==> src/rtl/imem_boot_loader.sv <==
// Boot loader: receives a length-prefixed, XOR-checksummed byte stream and writes it into instruction memory.
// It holds the pipeline in reset until a complete image with a good checksum has been written.
module imem_boot_loader #(
    parameter int ADDR_WIDTH = 8,
    parameter int MAX_WORDS  = 256
) (
    input  logic                  clk,
    input  logic                  reset,
    input  logic                  start,
    input  logic [7:0]            byte_in,
    input  logic                  byte_valid,
    output logic                  byte_ready,
    output logic                  imem_we,
    output logic [ADDR_WIDTH-1:0] imem_addr,
    output logic [31:0]           imem_wdata,
    output logic                  core_reset,
    output logic                  load_done,
    output logic                  load_error,
    output logic [15:0]           word_count
);

    localparam logic [16:0] MaxWords = 17'(MAX_WORDS);

    typedef enum logic [2:0] {
        IDLE, LEN_HI, LEN_LO, DATA, CHECK, DONE, ERROR
    } stateT;

    stateT       state, stateNext;
    logic [7:0]  checksum;
    logic [1:0]  byteIdx;
    logic [15:0] wordIdx;
    logic [23:0] asmReg;

    logic        accept;
    logic        startLoad;
    logic [15:0] lenFull;
    logic        lastWord;

    assign accept    = byte_valid & byte_ready;
    assign startLoad = start & (state == IDLE || state == DONE || state == ERROR);
    assign lenFull   = {word_count[15:8], byte_in};
    assign lastWord  = (wordIdx == word_count - 16'd1);

    // NOTE: sequential state uses non-blocking assignments so every register samples pre-edge values.
    always_ff @(posedge clk or posedge reset) begin
        if (reset) state <= IDLE;
        else       state <= stateNext;
    end

    // NOTE: every output of this block gets a default first, so no path can infer a latch.
    always_comb begin
        stateNext  = state;
        byte_ready = 1'b0;
        core_reset = 1'b1;
        load_done  = 1'b0;
        load_error = 1'b0;
        case (state)
            IDLE:   if (start) stateNext = LEN_HI;
            LEN_HI: begin
                byte_ready = 1'b1;
                if (accept) stateNext = LEN_LO;
            end
            LEN_LO: begin
                byte_ready = 1'b1;
                if (accept) begin
                    if ({1'b0, lenFull} > MaxWords) stateNext = ERROR;
                    else if (lenFull == 16'd0)      stateNext = CHECK;
                    else                            stateNext = DATA;
                end
            end
            DATA: begin
                byte_ready = 1'b1;
                if (accept && byteIdx == 2'd3 && lastWord) stateNext = CHECK;
            end
            CHECK: begin
                byte_ready = 1'b1;
                if (accept) stateNext = (byte_in == checksum) ? DONE : ERROR;
            end
            DONE: begin
                core_reset = 1'b0;
                load_done  = 1'b1;
                if (start) stateNext = LEN_HI;
            end
            ERROR: begin
                load_error = 1'b1;
                if (start) stateNext = LEN_HI;
            end
            default: stateNext = IDLE;
        endcase
    end

    always_ff @(posedge clk or posedge reset) begin
        if (reset) begin
            imem_we    <= 1'b0;
            imem_addr  <= '0;
            imem_wdata <= '0;
            word_count <= '0;
            checksum   <= '0;
            byteIdx    <= '0;
            wordIdx    <= '0;
            asmReg     <= '0;
        end else begin
            imem_we <= 1'b0;
            if (startLoad) begin
                checksum <= '0;
                byteIdx  <= '0;
                wordIdx  <= '0;
            end
            // The checksum byte itself is not folded in; the frame bytes before it are.
            if (accept && state != CHECK) checksum <= checksum ^ byte_in;
            if (accept) begin
                case (state)
                    LEN_HI: word_count[15:8] <= byte_in;
                    LEN_LO: word_count[7:0]  <= byte_in;
                    DATA: begin
                        asmReg  <= {asmReg[15:0], byte_in};
                        byteIdx <= byteIdx + 2'd1;
                        if (byteIdx == 2'd3) begin
                            imem_we    <= 1'b1;
                            imem_addr  <= wordIdx[ADDR_WIDTH-1:0];
                            imem_wdata <= {asmReg, byte_in};
                            wordIdx    <= wordIdx + 16'd1;
                        end
                    end
                    default: ;
                endcase
            end
        end
    end

endmodule

==> config.mk <==
export PLATFORM = sky130hd
export DESIGN_NAME = imem_boot_loader
export DESIGN_NICKNAME = d
export VERILOG_FILES = /design/src/rtl/imem_boot_loader.sv
export SDC_FILE = /design/constraint.sdc
export NUM_CORES = 1
export LEC_CHECK = 0
export BUFFER_PORTS_ARGS = -buffer_cell sky130_fd_sc_hd__buf_4
export CORE_MARGIN = 10
export CORE_UTILIZATION = 35
export DETAILED_ROUTE_END_ITERATION = 8
export HOLD_SLACK_MARGIN = 0.08
export SLEW_MARGIN = 5
export SYNTH_ARGS = -nofsm -noshare
export SYNTH_HDL_FRONTEND = slang
export SYNTH_SLANG_ARGS = --single-unit
==> constraint.sdc <==
create_clock -name clk -period 2.8 [get_ports clk]
set_clock_uncertainty 0.15 [all_clocks]
set_input_delay 0 -clock clk [delete_from_list [all_inputs] [get_ports clk]]
set_output_delay 0 -clock clk [all_outputs]
set_load 0.02 [all_outputs]
Word-level counts from Yosys, hierarchy flattened
Cells that the tools add are included.

word-level totals
  register bits = 110
  output and inout bits = 61

cells by class
  add/subtract/negate cells = 3
  $lt $le $gt $ge = 1
  eq/ne operators = 15
  mux-type cells = 25
  bitwise operators = 3
  reductions and logical operators = 15

operators by type and width
  cell                   number
  $mux 16                4
  $mux 3                 7
  $add 16x1->16 const B  1
  $eq 16x16->1           1
  $gt 16x9->1 const B    1
  $logic_not 16->1       1
  $mux 8                 2
  $sub 16x1->16 const B  1
  $pmux 3 s5             1
  $eq 3x3->1 const B     3
  $eq 8x8->1             1
  $mux 2                 4
  $ne 2x2->1 const B     4
  $xor 8x8->8            1
  $mux 1                 7
  $eq 3x2->1 const B     2
  $reduce_and 2->1       3
  $reduce_and 5->1       1
  $reduce_or 4->1        1
  $eq 3x1->1 const B     1
  $logic_and 1x1->1      3
  $logic_not 3->1        1
  $ne 3x3->1 const B     1
  $reduce_and 3->1       1
  7 further kinds        9

Logic depth before layout (Yosys ltp)
  word-level depth = 8
  mapped depth = 10

Least setup slack after synthesis
No wires, ideal clock.

  path kind = register to register
  from = register word_count[3]
  to = register state[1]
  setup time = 0.125 ns
  arrival time = 2.376 ns
  data required time = 2.525 ns
  slack = 0.149 ns
  cell stages (with the launch flop) = 8
  buffers on the path = 0
  clock period less this slack = 2.651 ns
  cell sequence = dfrtp_1 or4_4 o31a_1 a2111oi_0 nand4b_1 nor2_1 a31oi_1 mux2_2

between the ends
  cells in the longest elaborated chain, start to end = 5

RTL lines
  item                               line  text
  start, declared                    19    output logic [15:0] word_count
  start signal, assigned             114   LEN_LO: word_count[7:0] <= byte_in;
  $sub 16x1->16                      42    assign lastWord = (wordIdx == word_count - 16'd1);
  $eq 16x16->1                       42
  $logic_and 1x1->1                  73    if (accept && byteIdx == 2'd3 && lastWord) stateNext = CHECK;
  $ne 2x2->1 (no source line)        -
  $reduce_and 5->1 (no source line)  -
  end signal, assigned               47    else state <= stateNext;
  end, declared                      28    stateT state, stateNext;

No other way between the ends.
A chain may end at the register's enable or synchronous reset.

==> parameters.txt <==
Parameter                              Value

Pwr
  Total power per unit cell area ... between 800 and 900 mW/mm²
  Largest vdd supply drop ... just under 0.6 mV
  Leakage power summed over all cells ... roughly 3.5 nW

Global routing
  Global route overflow ... 0
  GRT Resource Usage Total ... 14.5%
  First-pass GRT wire length ... ~26000 µm
  Antenna violations before repair ... 0
  Pin count of the biggest net entering global routing ... 48
  Number of global-route vias before repair ... roughly 4800

Detailed routing
  Count of antenna-violating nets left after detailed routing ... 0
  Wire length per cell ... 16.0 µm
  Initial DRT Pass Iterations ... 5
  Routed via count ... around 5000
  Detailed-route DRC error count ... 0
  Wire length reported by the detailed router ... between 15000 and 20000 µm
  Initial DRC count ... 443
  Vias per std cell ... about 5

Synth
  Number of enable-type register cells in the synthesized netlist ... 0
  Sequential-to-total area share from yosys stat ... 49.2%
  Post-synthesis instance area ... around 0.0056 mm²
  Total of warnings raised by yosys ... 0
  Post-Syn Nets ... roughly 650
  Synth cell types ... 61
  Proportion of register bits with asynchronous set or reset after synthesis ... 100%
  Syn avg cell area ... about 8.8 µm²
  Cells after synthesis ... approximately 640
  Main synth FF type ... sky130_fd_sc_hd__dfrtp_1
  Register bit count reported by yosys ... between 100 and 150

Status
  Status ... completed

Hold path
  Type of the most critical hold path ... primary input to async pin

Die
  Die H ... 146 µm
  Number of placement rows ... 46
  Number of top-level pins ... 73
  Die ar. ... approximately 0.021 mm²
  Core Area ... about 0.016 mm²
  Overall die width ... 146 µm
  Effective utilization at floorplan ... between 30% and 40%

Cells and area
  Number of inserted filler cells in the final layout ... between 1500 and 2000
  Multi-input combinational cell area ... around 0.0026 mm²
  Finished layout cell area ... a little over 0.007 mm²
  Signed area change from the synthesized netlist to the final layout ... 26.6%
  Final #Nets ... between 700 and 800
  Antenna fix cells ... 0
  Layout cell share with drive strength beyond 1 ... 22.2%
  Register area ... roughly 0.0028 mm²

Placement
  Gp weighted congestion ... about 0.85
  Placed cell area ... 0.00649 mm²
  Port buffer count ... slightly above 70
  HPWL Detailed ... between 10000 and 15000 µm

Timing
  Pins over their slew limit ... 0
  Slew at the pin with the worst max-slew slack ... between 0.8 and 0.9 ns
  Setup repair after global routing missed its margin ... true
  Achievable clock frequency ... roughly 0.36 GHz
  TNS Setup ... 0 ns
  Share of the cycle needed by the critical path after routing ... between 90% and 100%
  Final-report setup violation count ... 0
  Final hold violation count ... 0
  Crit path time final ... between 2 and 3 ns
  Max_slew headroom ... a little under half

Clocking
  Clock insertion delay at the later pin of the skew report ... ~0.35 ns
  TritonCTS clock tree ... done
  Maximum root-to-sink buffer count ... 2
  Inserted Clock Buffers ... 9
  Cell at the root of the clock tree ... sky130_fd_sc_hd__clkbuf_16
  Clock-pin transition on the worst setup and hold timing paths ... 0.08 ns
  Clock Sink Count ... 110
  Htree depth ... 3

Critical path
  Critical path capture point type ... flip-flop
  Cells along the critical path ... or4_4, o31a_1, nor3b_2, o2111ai_2, nor3_4, buf_12, mux2i_1, a221o_1
  Maximum fanout along the worst path ... 9
  Endpoint required time on the critical path ... 2.88 ns
  Worst Path Buf+Inv ... 1
  Critical Path Slowest Stage Cell ... sky130_fd_sc_hd__or4_4
  Crit Path Class ... flip-flop to flip-flop
  Startpoint of the worst setup timing path ... word_count[5]
  Startpoint of the worst register-to-register path ... word_count[5]
  Worst Path Arrival ... 2.83 ns
  Critical path startpoint category ... flip-flop
  Largest stage delay, worst path ... approximately 0.6 ns
  Top delay family on crit path ... simple AND/OR/NAND/NOR gates

Flow run
  # Max-Cap Violations ... 0
[through the flow]
| step | power [mW] | cells | worst slack [ns] | hold WS (ns) | util, % |
|---|---|---|---|---|---|
| 2_1_floorplan | 3.74 | 638 | 0.149 | 0.0683 | - |
| 3_3_place_gp | 4.60 | 932 | -0.257 | 0.0396 | 41.2 |
| 3_5_place_dp | 4.66 | 932 | -0.353 | 0.0464 | 41.2 |
| 4_1_cts | 6.20 | 961 | 0.0156 | 0.228 | 44.4 |
| 5_1_grt | 6.66 | 964 | -0.0341 | 0.281 | 44.9 |
| 6_report | 6.22 | 964 | 0.0504 | 0.211 | 44.9 |
[per-layer routing]
| metal | vias to the layer above | global-route usage [%] | share of wire, % |
|---|---|---|---|
| met3 | 33 | 2.81 | 4.8 |
| met4 | 0 | 4.80 | 1.8 |
| met1 | 2352 | 20.2 | 48 |
| met5 | - | 0 | 0 |
| met2 | 141 | 22.0 | 45 |
| li1 | 2336 | - | - |
[final timing paths]
path,endpoint,slack (ns),depth (start not counted)
min in group clk,imem_wdata[31],0.32,2
max in group asynchronous,imem_addr[7],1.45,4
min reg2reg,imem_wdata[31],0.32,2
max,word_count[15],0.05,8
max reg2reg,word_count[15],0.05,8
min,imem_wdata[27],0.21,3
[power by group]
group | leakage (nW) | switching [mW] | total, mW | internal, mW
sequential | 1.45 | 0.288 | 2.20 | 1.91
clock | 0.170 | 0.600 | 1.50 | 0.902
combinational | 1.86 | 1.39 | 2.52 | 1.13
total | 3.48 | 2.28 | 6.22 | 3.94
[final cells by class]
type,instances,area share [%]
Tap cell,216,3.82
Timing Repair Buffer,135,15.2
Clock buffer,11,3.43
Clock inverter,5,1.47
Multi-Input combinational cell,476,36.5
Inverter,11,0.636
Sequential cell,110,38.9
[state kept, by name, indices dropped and copies added (netlist names)]
| name | cells |
|---|---|
| word_count | 16 |
| imem_we | 1 |
| wordIdx | 16 |
| imem_addr | 8 |
| asmReg | 24 |
| checksum | 8 |
| byteIdx | 2 |
| imem_wdata | 32 |
| state | 3 |
[cells by family (layout without fill, tap and decap cells)]
group | after synthesis | in the layout | synth area share [%]
simple gates | 347 | 347 | 27.0
flops | 110 | 110 | 49.2
compound gates | 78 | 78 | 8.86
buf+inv | 52 | 162 | 5.93
xor+xnor | 28 | 28 | 4.63
mux | 20 | 20 | 3.71
fa+ha+maj | 3 | 3 | 0.671
[cell usage after synthesis, types with 6 or more instances]
library cell,instances,area (µm²)
sky130_fd_sc_hd__a21oi_1,6,30.0
sky130_fd_sc_hd__nor2_1,20,75.1
sky130_fd_sc_hd__clkbuf_8,11,151
sky130_fd_sc_hd__nor2b_1,6,37.5
sky130_fd_sc_hd__mux2_2,6,67.6
sky130_fd_sc_hd__or3_1,7,43.8
sky130_fd_sc_hd__xor2_1,16,140
sky130_fd_sc_hd__and3_1,6,37.5
sky130_fd_sc_hd__inv_1,10,37.5
sky130_fd_sc_hd__nand2_1,245,920
sky130_fd_sc_hd__a221o_1,8,80.1
sky130_fd_sc_hd__nand4_1,8,50.1
sky130_fd_sc_hd__dfrtp_1,110,2750
sky130_fd_sc_hd__o21ai_0,38,190
sky130_fd_sc_hd__nor3_1,7,35.0
sky130_fd_sc_hd__nor4_1,7,43.8
sky130_fd_sc_hd__clkbuf_1,18,67.6
sky130_fd_sc_hd__mux2i_1,14,140
sky130_fd_sc_hd__xnor2_1,11,96.3
sky130_fd_sc_hd__nand3_1,22,110
[tightest hold or removal path: stages]
cell	delay, ns
sky130_fd_sc_hd__dlygate4sd3_1	0.54
sky130_fd_sc_hd__buf_4	0.14
sky130_fd_sc_hd__clkinvlp_4	0.53
[cells in the final DEF, fill, tap and decap left out, drive strengths merged, types with 3 or more instances in the layout]
cell / Yosys / layout
nor2b: 6 / 6
a21oi: 6 / 6
nor4: 7 / 7
mux2: 6 / 6
nand4: 8 / 8
nand2: 245 / 245
buf: 8 / 124
mux2i: 14 / 14
dlygate4sd3: 0 / 11
clkbuf: 32 / 11
xnor2: 11 / 11
ha: 3 / 3
and3: 7 / 7
a221o: 8 / 8
o21ai: 40 / 40
nor3: 8 / 8
dfrtp: 110 / 110
nand3: 22 / 22
bufinv: 0 / 3
nor2: 20 / 20
xor2: 16 / 16
or3: 9 / 9
inv: 11 / 11
a31oi: 5 / 5
[what timing repair did]
| action | in CTS | in global routing |
|---|---|---|
| hold endpoints to repair | 80 | 0 |
| hold buffers | 11 | 0 |
| setup endpoints to repair | 10 | 9 |
| pin swaps | 2 | 6 |
| setup buffers | 2 | 3 |
| gates cloned | 0 | 0 |
| gates resized for setup | 5 | 9 |
No activity file was read; power rests on OpenSTA's default activity.
